==> src/rtl/mode_pkg.sv <==
// rtl/mode_pkg.sv - shared mode index constants, index mapping and blink FSM encoding
package mode_pkg;

  // 2-bit camera mode index as shown by the blink code (pulse count = index + 1)
  localparam logic [1:0] MODE_RGB      = 2'd0;
  localparam logic [1:0] MODE_YUV      = 2'd1;
  localparam logic [1:0] MODE_RGB_TEST = 2'd2;
  localparam logic [1:0] MODE_YUV_TEST = 2'd3;

  // Blink encoder states: dark gap, LED on phase, LED off phase
  typedef enum logic [1:0] {
    S_GAP = 2'd0,
    S_ON  = 2'd1,
    S_OFF = 2'd2
  } blink_state_t;

  // Mode index from the selector outputs: test pattern is the MSB, YUV the LSB
  function automatic logic [1:0] mode_index(input logic rgbmode, input logic testmode);
    return {testmode, ~rgbmode};
  endfunction

endpackage

==> src/rtl/mode_blink_timer.sv <==
// rtl/mode_blink_timer.sv - loadable down-counter with zero flag for phase timing
module mode_blink_timer #(
  parameter int                 c_width   = 4,
  parameter logic [c_width-1:0] c_rst_val = '0
) (
  input  logic               clk,
  input  logic               rst,
  input  logic               load,
  input  logic [c_width-1:0] load_val,
  output logic               zero
);

  logic [c_width-1:0] r_count;

  // Load has priority; otherwise count down and hold at zero
  always_ff @(posedge clk or posedge rst) begin
    if (rst) begin
      r_count <= c_rst_val;
    end else if (load) begin
      r_count <= load_val;
    end else if (r_count != '0) begin
      r_count <= r_count - c_width'(1);
    end
  end

  assign zero = (r_count == '0);

endmodule

==> src/rtl/mode_blink.sv <==
// rtl/mode_blink.sv - blink-code encoder showing the camera mode index on one LED
module mode_blink
  import mode_pkg::*;
#(
  parameter logic c_on           = 1'b1,
  parameter int   c_blink_cycles = 12_500_000,
  parameter int   c_gap_cycles   = 50_000_000
) (
  input  logic       clk,
  input  logic       rst,
  input  logic       rgbmode,
  input  logic       testmode,
  output logic       led,
  output logic       busy,
  output logic       burst_done,
  output logic [1:0] mode_cur
);

  localparam int c_max_cycles = (c_gap_cycles > c_blink_cycles) ? c_gap_cycles : c_blink_cycles;
  localparam int c_w          = $clog2(c_max_cycles);

  localparam logic [c_w-1:0] c_gap_load   = c_w'(c_gap_cycles - 1);
  localparam logic [c_w-1:0] c_blink_load = c_w'(c_blink_cycles - 1);

  blink_state_t   r_state;
  blink_state_t   w_next_state;
  logic [1:0]     r_mode_rg;
  logic [1:0]     r_mode_cur;
  logic [1:0]     r_blink_cnt;
  logic           r_burst_done;

  logic           w_zero;
  logic           w_load;
  logic [c_w-1:0] w_load_val;
  logic           w_latch;
  logic           w_dec;
  logic           w_done;
  logic           w_abort;

  mode_blink_timer #(
    .c_width   (c_w),
    .c_rst_val (c_gap_load)
  ) u_timer (
    .clk      (clk),
    .rst      (rst),
    .load     (w_load),
    .load_val (w_load_val),
    .zero     (w_zero)
  );

  // State register
  always_ff @(posedge clk or posedge rst) begin
    if (rst) begin
      r_state <= S_GAP;
    end else begin
      r_state <= w_next_state;
    end
  end

  // Next state, timer reloads and burst bookkeeping; a mode change mid-burst beats the timer
  always_comb begin
    w_next_state = r_state;
    w_load       = 1'b0;
    w_load_val   = c_blink_load;
    w_latch      = 1'b0;
    w_dec        = 1'b0;
    w_done       = 1'b0;
    w_abort      = (r_mode_rg != r_mode_cur);
    case (r_state)
      S_GAP: begin
        if (w_zero) begin
          w_next_state = S_ON;
          w_load       = 1'b1;
          w_latch      = 1'b1;
        end
      end
      S_ON: begin
        if (w_abort) begin
          w_next_state = S_GAP;
          w_load       = 1'b1;
          w_load_val   = c_gap_load;
        end else if (w_zero) begin
          w_next_state = S_OFF;
          w_load       = 1'b1;
        end
      end
      S_OFF: begin
        if (w_abort) begin
          w_next_state = S_GAP;
          w_load       = 1'b1;
          w_load_val   = c_gap_load;
        end else if (w_zero) begin
          w_load = 1'b1;
          if (r_blink_cnt == 2'd0) begin
            w_next_state = S_GAP;
            w_load_val   = c_gap_load;
            w_done       = 1'b1;
          end else begin
            w_next_state = S_ON;
            w_dec        = 1'b1;
          end
        end
      end
      default: begin
        w_next_state = S_GAP;
        w_load       = 1'b1;
        w_load_val   = c_gap_load;
      end
    endcase
  end

  // Input sampling, per-burst mode latch, remaining pulse count and done pulse
  always_ff @(posedge clk or posedge rst) begin
    if (rst) begin
      r_mode_rg    <= MODE_RGB;
      r_mode_cur   <= MODE_RGB;
      r_blink_cnt  <= 2'd0;
      r_burst_done <= 1'b0;
    end else begin
      r_mode_rg    <= mode_index(rgbmode, testmode);
      r_burst_done <= w_done;
      if (w_latch) begin
        r_mode_cur  <= r_mode_rg;
        r_blink_cnt <= r_mode_rg;
      end else if (w_dec) begin
        r_blink_cnt <= r_blink_cnt - 2'd1;
      end
    end
  end

  assign led        = (r_state == S_ON) ? c_on : ~c_on;
  assign busy       = (r_state == S_ON) || (r_state == S_OFF);
  assign burst_done = r_burst_done;
  assign mode_cur   = r_mode_cur;

endmodule

==> config.mk <==
export PLATFORM = sky130hd
export DESIGN_NAME = mode_blink
export DESIGN_NICKNAME = d
export VERILOG_FILES = /design/src/rtl/mode_pkg.sv /design/src/rtl/mode_blink_timer.sv /design/src/rtl/mode_blink.sv
export SDC_FILE = /design/constraint.sdc
export NUM_CORES = 1
export LEC_CHECK = 0
export CORE_MARGIN = 3
export CORE_UTILIZATION = 54
export CTS_BUF_LIST = sky130_fd_sc_hd__clkbuf_4 sky130_fd_sc_hd__clkbuf_8 sky130_fd_sc_hd__clkbuf_16
export CTS_CLUSTER_SIZE = 8
export DETAILED_ROUTE_END_ITERATION = 12
export PLACE_DENSITY = 0.75
export SKIP_LAST_GASP = 1
export SYNTH_ARGS = -nofsm -noshare
export SYNTH_HDL_FRONTEND = slang
export SYNTH_SLANG_ARGS = --single-unit
==> constraint.sdc <==
create_clock -name clk -period 2.4 [get_ports clk]
set_clock_uncertainty 0.15 [all_clocks]
set_input_delay 0.6 -clock clk [delete_from_list [all_inputs] [get_ports clk]]
set_output_delay 0.6 -clock clk [all_outputs]
set_load 0.005 [all_outputs]
==> implementation parameters, run 1 <==
Parameter                              Value

Status
  Run status ... finished clean

Clock tree
  Maximum clock path buffer count ... 2
  Sink Count ... 35
  Total CTS buffers ... 5
  Source-to-sink clock delay at the later pin of the worst-skew pair ... between 0.2 and 0.3 ns
  TritonCTS clock tree ... done
  H-tree depth ... 2
  CTS hold repair buffers ... 0
  Buffer type at the clock tree root ... sky130_fd_sc_hd__clkbuf_8
  Clock transition time at the flip-flop clock pins of the worst setup and hold paths ... 0.07 ns

Layout
  Synth-to-layout area growth ... 21.1%
  Total inserted antenna cells ... 0
  Layout cell share with drive strength beyond 1 ... 27.0%
  Nets ... roughly 250
  Non-filler instance count after layout ... between 200 and 300

Setup path
  Data arrival time at the worst-slack endpoint ... 1.58 ns
  Library cell contributing the largest single delay on the critical path ... sky130_fd_sc_hd__clkdlybuf4s50_1
  Category of the most critical setup path ... reg2out
  Critical path fanouts, max ... 6
  Critical-path cell list ... inv_2 -> ha_4 -> clkdlybuf4s50_1
  Number of buffers and inverters on the critical path ... 2
  Number of stages on the worst setup path ... 3
  Number of cells on the worst reg-to-reg path ... 5
  Dominant delay contributor by cell family on the critical path ... buffers and inverters
  Critical Path End Type ... primary output
  Longest individual stage delay on the worst path ... about 0.5 ns
  CP Data Required Time ... about 1.7 ns
  Element type at the critical path start ... register

Drt
  Post-detailed-route via-to-cell ratio ... about 6.2
  Drc violations ... 0
  Average detailed-routed wire length per instance ... ~18 um
  Iteration count of the initial detailed-routing pass ... 4
  Total number of vias ... 1754
  Final WL ... slightly below 5000 um
  Antenna violation net count after detailed routing ... 0
  Number of DRC markers after the initial detailed-route iteration ... 180

Yosys
  Post-synthesis simple-gate area fraction ... about a fifth
  Synth Flop Type ... sky130_fd_sc_hd__dfstp_2
  Synth Area per Inst ... between 9 and 10 sq um
  Number of library cell types mapped by synthesis ... 50
  Xor and xnor area share after synthesis ... 8.24%
  Nets in the synthesized netlist ... between 200 and 250
  Part of the Yosys area used for sequential elements ... 44.5%
  Number of instances in the synthesized netlist ... roughly 210
  Share of flip-flops with an asynchronous set or reset ... 100%
  Dominant combinational cell family by area after synthesis ... simple AND/OR/NAND/NOR gates
  Count of flip-flops with a built-in enable after synthesis ... 0
  Share of cell area taken by muxes after synthesis ... under 10%
  Largest area contributor in the netlist ... sky130_fd_sc_hd__dfstp_2
  Yosys warning count ... 0
  Main area contributors after synthesis ... sky130_fd_sc_hd__dfstp_2 23%, sky130_fd_sc_hd__dfrtp_1 21%, sky130_fd_sc_hd__xor2_1 5.2%
  Adder-cell share of the synthesized area ... 4.34%
  Synthesized flop and latch total ... 35
  Share of the synthesized area in the top cell type ... a little under a quarter
  Post-synthesis cell area ... just over 0.002 sq mm
  Compound-cell area share of the yosys netlist ... approximately 17%

Floorplan
  Initial core utilization ... 58.2%
  Die area ... approximately 0.0045 sq mm
  Cell row count ... 21
  Total core area ... ~0.0035 sq mm
  Number of top-level pins ... 9
  Width of the die ... about 67 um
  Vertical extent of the die ... between 60 and 70 um

Global routing
  Remaining global-route overflow ... 0
  Number of antenna violations at the first check in global routing ... 0
  Pin count of the biggest net entering global routing ... 36
  Number of global-route vias before repair ... 1845
  Global-route wire length before repair ... approximately 8400 um
  Global Route Usage Sum ... 24.8%

Power
  Switching power ... 0.761 mW
  PwrDens ... between 800 and 900 mW/mm^2
  Power share of the sequential group ... between 40% and 50%
  Clock Power Share ... a little over a fifth
  Max rail drop VDD ... about 0.57 mV
  Switching fraction of total power ... 35.8%
  Combinational power share ... around 33%
  Static leakage ... 0.961 nW
  Cell internal power dissipation ... about 1.4 mW

STA
  Tcrit/Tclk final ... 97.1%
  Finish-stage setup viols ... 0
  Max-slew violation count ... 0
  Worst-margin pin slew ... 0.579 ns
  Final hold violation count ... 0
  Setup tns final ... 0 ns
  Post-layout min period ... approximately 2.3 ns
  Max-slew headroom at the worst pin ... roughly three fifths
  Max Freq ... between 400 and 500 MHz

Place
  # port buffers ... 8
  Global placement routability congestion ... approximately 0.9
  Placed cell count ... about 270
  Post-detailed-placement half-perimeter wirelength ... about 3600 um

Hold path
  Hold Path Class ... reg2reg
  Hold Path Depth ... 2

Run
  Count of maximum capacitance violations ... 0
==> stage by stage <==
step | cell area, sq um | hold slack, ns | power, mW | setup WS (ns) | util [%]
after floorplan | 2030 | 0.328 | 1.37 | 0.0841 | -
after detailed placement | 2280 | 0.362 | 1.61 | 0.0286 | 65.8
final | 2440 | 0.366 | 2.12 | 0.0696 | 70.5
after CTS | 2400 | 0.371 | 2.08 | 0.000708 | 69.3
after global routing | 2440 | 0.397 | 2.26 | -0.00273 | 70.5
after global placement | 2280 | 0.351 | 1.56 | 0.0925 | 65.8
==> what timing repair did <==
action	4_1_cts	5_1_grt
pin swaps	0	2
buffers inserted	1	0
hold endpoints to repair	0	0
resized for setup	2	14
setup endpoints to repair	1	33
==> state kept, by name (all words and copies together), names as in the netlist <==
| name | flops |
|---|---|
| r_mode_rg | 2 |
| r_state | 2 |
| r_blink_cnt | 2 |
| burst_done | 1 |
| mode_cur | 2 |
| u_timer.r_count | 26 |
==> worst register-to-register path, stage by stage, from the launching register on <==
cell and delay, ns:
sky130_fd_sc_hd__dfstp_2 0.38, sky130_fd_sc_hd__or4_4 0.54, sky130_fd_sc_hd__or4_4 0.42, sky130_fd_sc_hd__a211o_1 0.26, sky130_fd_sc_hd__or4_4 0.42, sky130_fd_sc_hd__nand3_1 0.08
==> path summary, 6_finish.rpt <==
kind                            slack (ns)                   to                start
worst max-delay path                  0.07                 busy           r_state[1]
worst min-delay path                  0.37  u_timer.r_count[23]  u_timer.r_count[23]
worst max register to register        0.09  u_timer.r_count[17]   u_timer.r_count[0]
worst min register to register        0.37  u_timer.r_count[23]  u_timer.r_count[23]
max in group asynchronous             1.19   u_timer.r_count[4]                  rst
min in group asynchronous             0.56  u_timer.r_count[11]                  rst
==> synth_stat cells, types with 3 or more instances <==
cell	count
sky130_fd_sc_hd__nor3_1	5
sky130_fd_sc_hd__nand4_1	3
sky130_fd_sc_hd__o2bb2ai_1	3
sky130_fd_sc_hd__inv_1	12
sky130_fd_sc_hd__ha_1	7
sky130_fd_sc_hd__dfrtp_1	17
sky130_fd_sc_hd__xor2_1	12
sky130_fd_sc_hd__nor2_1	20
sky130_fd_sc_hd__nand3_1	8
sky130_fd_sc_hd__a21oi_1	4
sky130_fd_sc_hd__nand2b_1	3
sky130_fd_sc_hd__o31ai_1	5
sky130_fd_sc_hd__clkbuf_1	3
sky130_fd_sc_hd__o22ai_1	4
sky130_fd_sc_hd__dfstp_2	18
sky130_fd_sc_hd__o21ai_0	11
sky130_fd_sc_hd__nand2_1	13
sky130_fd_sc_hd__xnor2_1	7
sky130_fd_sc_hd__o211ai_1	5
sky130_fd_sc_hd__or4_1	6
==> layout by cell type (no fill, tap or decap), types with 3 or more instances in the layout <==
cell | netlist | routed
sky130_fd_sc_hd__buf_4 | 1 | 21
sky130_fd_sc_hd__nor2_1 | 20 | 20
sky130_fd_sc_hd__dfstp_2 | 18 | 18
sky130_fd_sc_hd__dfrtp_1 | 17 | 17
sky130_fd_sc_hd__nand2_1 | 13 | 13
sky130_fd_sc_hd__xor2_1 | 12 | 12
sky130_fd_sc_hd__inv_1 | 12 | 11
sky130_fd_sc_hd__nand3_1 | 8 | 8
sky130_fd_sc_hd__clkdlybuf4s50_1 | 0 | 8
sky130_fd_sc_hd__o21ai_0 | 11 | 7
sky130_fd_sc_hd__xnor2_1 | 7 | 7
sky130_fd_sc_hd__clkbuf_8 | 0 | 6
sky130_fd_sc_hd__nor3_1 | 5 | 5
sky130_fd_sc_hd__o211ai_1 | 5 | 5
sky130_fd_sc_hd__o31ai_1 | 5 | 5
sky130_fd_sc_hd__o21ai_1 | 1 | 5
sky130_fd_sc_hd__ha_1 | 7 | 5
sky130_fd_sc_hd__a21oi_1 | 4 | 4
sky130_fd_sc_hd__o22ai_1 | 4 | 4
sky130_fd_sc_hd__or4_1 | 6 | 4
sky130_fd_sc_hd__nand4_1 | 3 | 3
sky130_fd_sc_hd__nand2b_1 | 3 | 3
sky130_fd_sc_hd__or4_4 | 1 | 3
==> power groups by stage <==
| stage | clock network (mW) | registers, mW | logic (mW) |
|---|---|---|---|
| after floorplan | 0 | 0.914 | 0.459 |
| after global placement | 0 | 0.941 | 0.621 |
| after detailed placement | 0 | 0.955 | 0.653 |
| after CTS | 0.463 | 0.945 | 0.674 |
| after global routing | 0.489 | 0.983 | 0.784 |
| final | 0.454 | 0.965 | 0.704 |
==> layer usage <==
layer	GRT usage [%]	routed length [um]
met2	41.0	2470
met5	0	0
met1	30.6	2120
met4	12.2	134
met3	5.49	256
==> final cells by class <==
class                           count  area (sq um)
Multi-Input combinational cell    153          1110
Fill cell                         272          1020
Sequential cell                    35           898
Timing Repair Buffer               29           238
Clock buffer                        6          82.6
Tap cell                           46          57.6
Inverter                           12          45.0
Clock inverter                      2          16.3
==> logic make-up (layout without fill, tap and decap cells) <==
group / Yosys count / after routing
AND/OR/NAND/NOR: 76 / 76
AO/OA/AOI/OAI: 48 / 48
flip-flops: 35 / 35
XOR/XNOR: 19 / 19
buffers and inverters: 17 / 49
adder cells (fa/ha/maj): 7 / 7
multiplexers: 3 / 3
Power figures use the tool's default switching activity.
==> run 2: changes to the inputs <==
CORE_UTILIZATION = 50   (was 54)
PLACE_DENSITY = 0.7   (was 0.75)
clock period = 2 ns   (was 2.4 ns; I/O delays follow)
==> run 2 against run 1 <==
  * The run now ends with negative setup slack left
  * Count of clock-buffer cells in the layout up 1
  * Flip-flop and latch count is the same
  * Total power increased by 47%
  * Final area increased by 25%
  * Global-route usage grew 2.8 points
  * Wire length increased by 32%
  * Register-to-register slack worse by 0.41 ns
  * Sequential power is 19% higher
  * Combinational power grew 100%
  * Critical endpoint is now u_timer.r_count[17]
==> implementation parameters, run 2 (synthesis results as in run 1) <==
Parameter                              Value

Drt
  Iteration count of the initial detailed-routing pass ... 5
  Number of DRC markers after the initial detailed-route iteration ... between 150 and 200
  Post-detailed-route via-to-cell ratio ... slightly above 6
  Drc violations ... 0
  Total number of vias ... roughly 2100
  Average detailed-routed wire length per instance ... ~19 um
  Final WL ... ~6600 um
  Antenna violation net count after detailed routing ... 0

Layout
  Fin area ... about 0.0031 sq mm
  Register bank with the most flops ... u_timer.r_count
  FF+latch area ... 898 sq um
  Synth-to-layout area growth ... 51.5%
  Nets ... approximately 300
  Total of fill cells in the finished design ... roughly 220
  Layout cell share with drive strength beyond 1 ... between 40% and 50%
  Largest register FFs ... 26
  Most frequent cells in the layout ... 64 x sky130_fd_sc_hd__buf_4, 18 x sky130_fd_sc_hd__dfstp_2, 17 x sky130_fd_sc_hd__nor2_1, 17 x sky130_fd_sc_hd__dfrtp_1
  Area of combinational cells with multiple inputs ... approximately 0.0013 sq mm
  Total inserted antenna cells ... 0
  End-of-flow core utilization ... 81.2%
  Most frequent standard cell in the layout excluding fill and tap cells ... sky130_fd_sc_hd__buf_4

Floorplan
  Vertical extent of the die ... just under 70 um
  Width of the die ... 69.6 um
  Cell row count ... 22
  Die area ... between 0.004 and 0.005 sq mm
  Initial core utilization ... around 54%
  Number of top-level pins ... 9
  Total core area ... approximately 0.0038 sq mm

Setup path
  Critical path fanouts, max ... 3
  Cell type with the highest occurrence count on the critical path ... sky130_fd_sc_hd__or4_4
  Dominant delay contributor by cell family on the critical path ... simple AND/OR/NAND/NOR gates
  Library cell contributing the largest single delay on the critical path ... sky130_fd_sc_hd__or4_4
  CP Data Required Time ... 2.08 ns
  Element type at the critical path start ... register
  Number of buffers and inverters on the critical path ... 0
  Category of the most critical setup path ... reg2reg
  Data arrival time at the worst-slack endpoint ... roughly 2.4 ns
  Longest individual stage delay on the worst path ... ~0.53 ns
  Critical-path cell list ... or4_4 -> or4_4 -> a211o_1 -> or4_1 -> nand3_1
  Critical Path End Type ... register

STA
  Post-route worst setup slack ... -0.320 ns
  Final hold violation count ... 0
  Max Freq ... between 400 and 500 MHz
  Max-slew headroom at the worst pin ... a little under three fifths
  Tcrit/Tclk final ... 116%
  Setup repair after global routing missed its margin ... yes
  Setup tns final ... -5.51 ns
  Max-slew violation count ... 0
  Post-layout min period ... roughly 2.3 ns
  Finish-stage setup viols ... 29
  Worst-margin pin slew ... roughly 0.65 ns

Power
  Max rail drop VDD ... between 0.6 and 0.7 mV
  Static leakage ... approximately 1.3 nW
  PwrDens ... roughly 1000 mW/mm^2

Global routing
  Pin count of the biggest net entering global routing ... 36
  Global Route Usage Sum ... roughly 28%
  Global-route wire length before repair ... around 11000 um
  Remaining global-route overflow ... 0
  Number of global-route vias before repair ... 2213
  Number of antenna violations at the first check in global routing ... 0

Place
  Global placement routability congestion ... 0.917
  Standard cell area after detailed placement ... ~0.0026 sq mm
  # port buffers ... 8
  Post-detailed-placement half-perimeter wirelength ... about 3900 um

Clock tree
  CTS hold repair buffers ... 0
  Maximum clock path buffer count ... 2
  H-tree depth ... 2
  Clock transition time at the flip-flop clock pins of the worst setup and hold paths ... around 0.080 ns
  Source-to-sink clock delay at the later pin of the worst-skew pair ... 0.29 ns
  Total CTS buffers ... 5
  TritonCTS clock tree ... done
  Buffer type at the clock tree root ... sky130_fd_sc_hd__clkbuf_8
  Sink Count ... 35

Status
  Run status ... complete, but fails checks
  Violations in the final reports ... negative setup slack

Run
  Count of maximum capacitance violations ... 0

Hold path
  Hold Path Class ... reg2reg
run 2: changes by cell type in the layout (fill, tap and decap cells not counted), moves of 3 or more:
| cell | previous run | this run |
|---|---|---|
| sky130_fd_sc_hd__o22ai_2 | 0 | 3 |
| sky130_fd_sc_hd__o21ai_0 | 7 | 3 |
| sky130_fd_sc_hd__buf_4 | 21 | 64 |
| sky130_fd_sc_hd__buf_6 | 0 | 8 |
| sky130_fd_sc_hd__nand3_1 | 8 | 5 |
| sky130_fd_sc_hd__o22ai_1 | 4 | 1 |
| sky130_fd_sc_hd__nor2_1 | 20 | 17 |
run 2: stage by stage:
stage,total power [mW],worst slack [ns],std cells,hold WS (ns)
after floorplan,1.69,-0.256,205,0.328
after global placement,2.12,-0.266,314,0.352
after detailed placement,2.20,-0.336,314,0.370
after CTS,2.96,-0.288,334,0.378
after global routing,3.28,-0.351,337,0.413
final,3.12,-0.320,337,0.374
run 2: timing repair:
action	in CTS	in global routing
setup endpoints to repair	35	33
gates resized for setup	46	13
setup buffers	12	3
pin swaps	18	5
run 2: cell type report:
cell class                      count  share of cell area (%)
Tap cell                           48                    1.96
Clock inverter                      1                   0.164
Sequential cell                    35                    29.4
Multi-Input combinational cell    153                    42.5
Inverter                           12                    1.47
Timing Repair Buffer               81                    21.8
Clock buffer                        7                    2.74
run 2: final timing paths:
kind,from,end,slack (ns),cells past startpoint
worst max-delay path,u_timer.r_count[0],u_timer.r_count[17],-0.32,5
worst min-delay path,u_timer.r_count[13],u_timer.r_count[13],0.37,2
worst max register to register,u_timer.r_count[0],u_timer.r_count[17],-0.32,5
worst min register to register,u_timer.r_count[13],u_timer.r_count[13],0.37,2
max in group asynchronous,rst,u_timer.r_count[14],1.04,3
min in group asynchronous,rst,r_mode_rg[1],0.40,3
run 2: layer usage:
metal  wire [um]  GRT usage (%)
met3         369           6.23
met4         225           12.4
met5           0              0
met1        2610           32.4
met2        3370           47.9
run 2: power breakdown:
| part | switching (mW) | total (mW) | internal (mW) |
|---|---|---|---|
| clock network | 0.259 | 0.531 | 0.272 |
| registers | 0.204 | 1.15 | 0.949 |
| logic | 0.694 | 1.44 | 0.743 |
run 2: worst register-to-register path, cell delays in order, from the launching register on:
cell	delay, ns
sky130_fd_sc_hd__dfstp_2	0.39
sky130_fd_sc_hd__or4_4	0.53
sky130_fd_sc_hd__or4_4	0.44
sky130_fd_sc_hd__a211o_1	0.26
sky130_fd_sc_hd__or4_1	0.40
sky130_fd_sc_hd__nand3_1	0.09
==> run 3: changes to the inputs <==
SLEW_MARGIN = 20   (was default)
==> results of run 3 <==
Same layout as run 2: the final DEF is identical, and so are final timing and power.
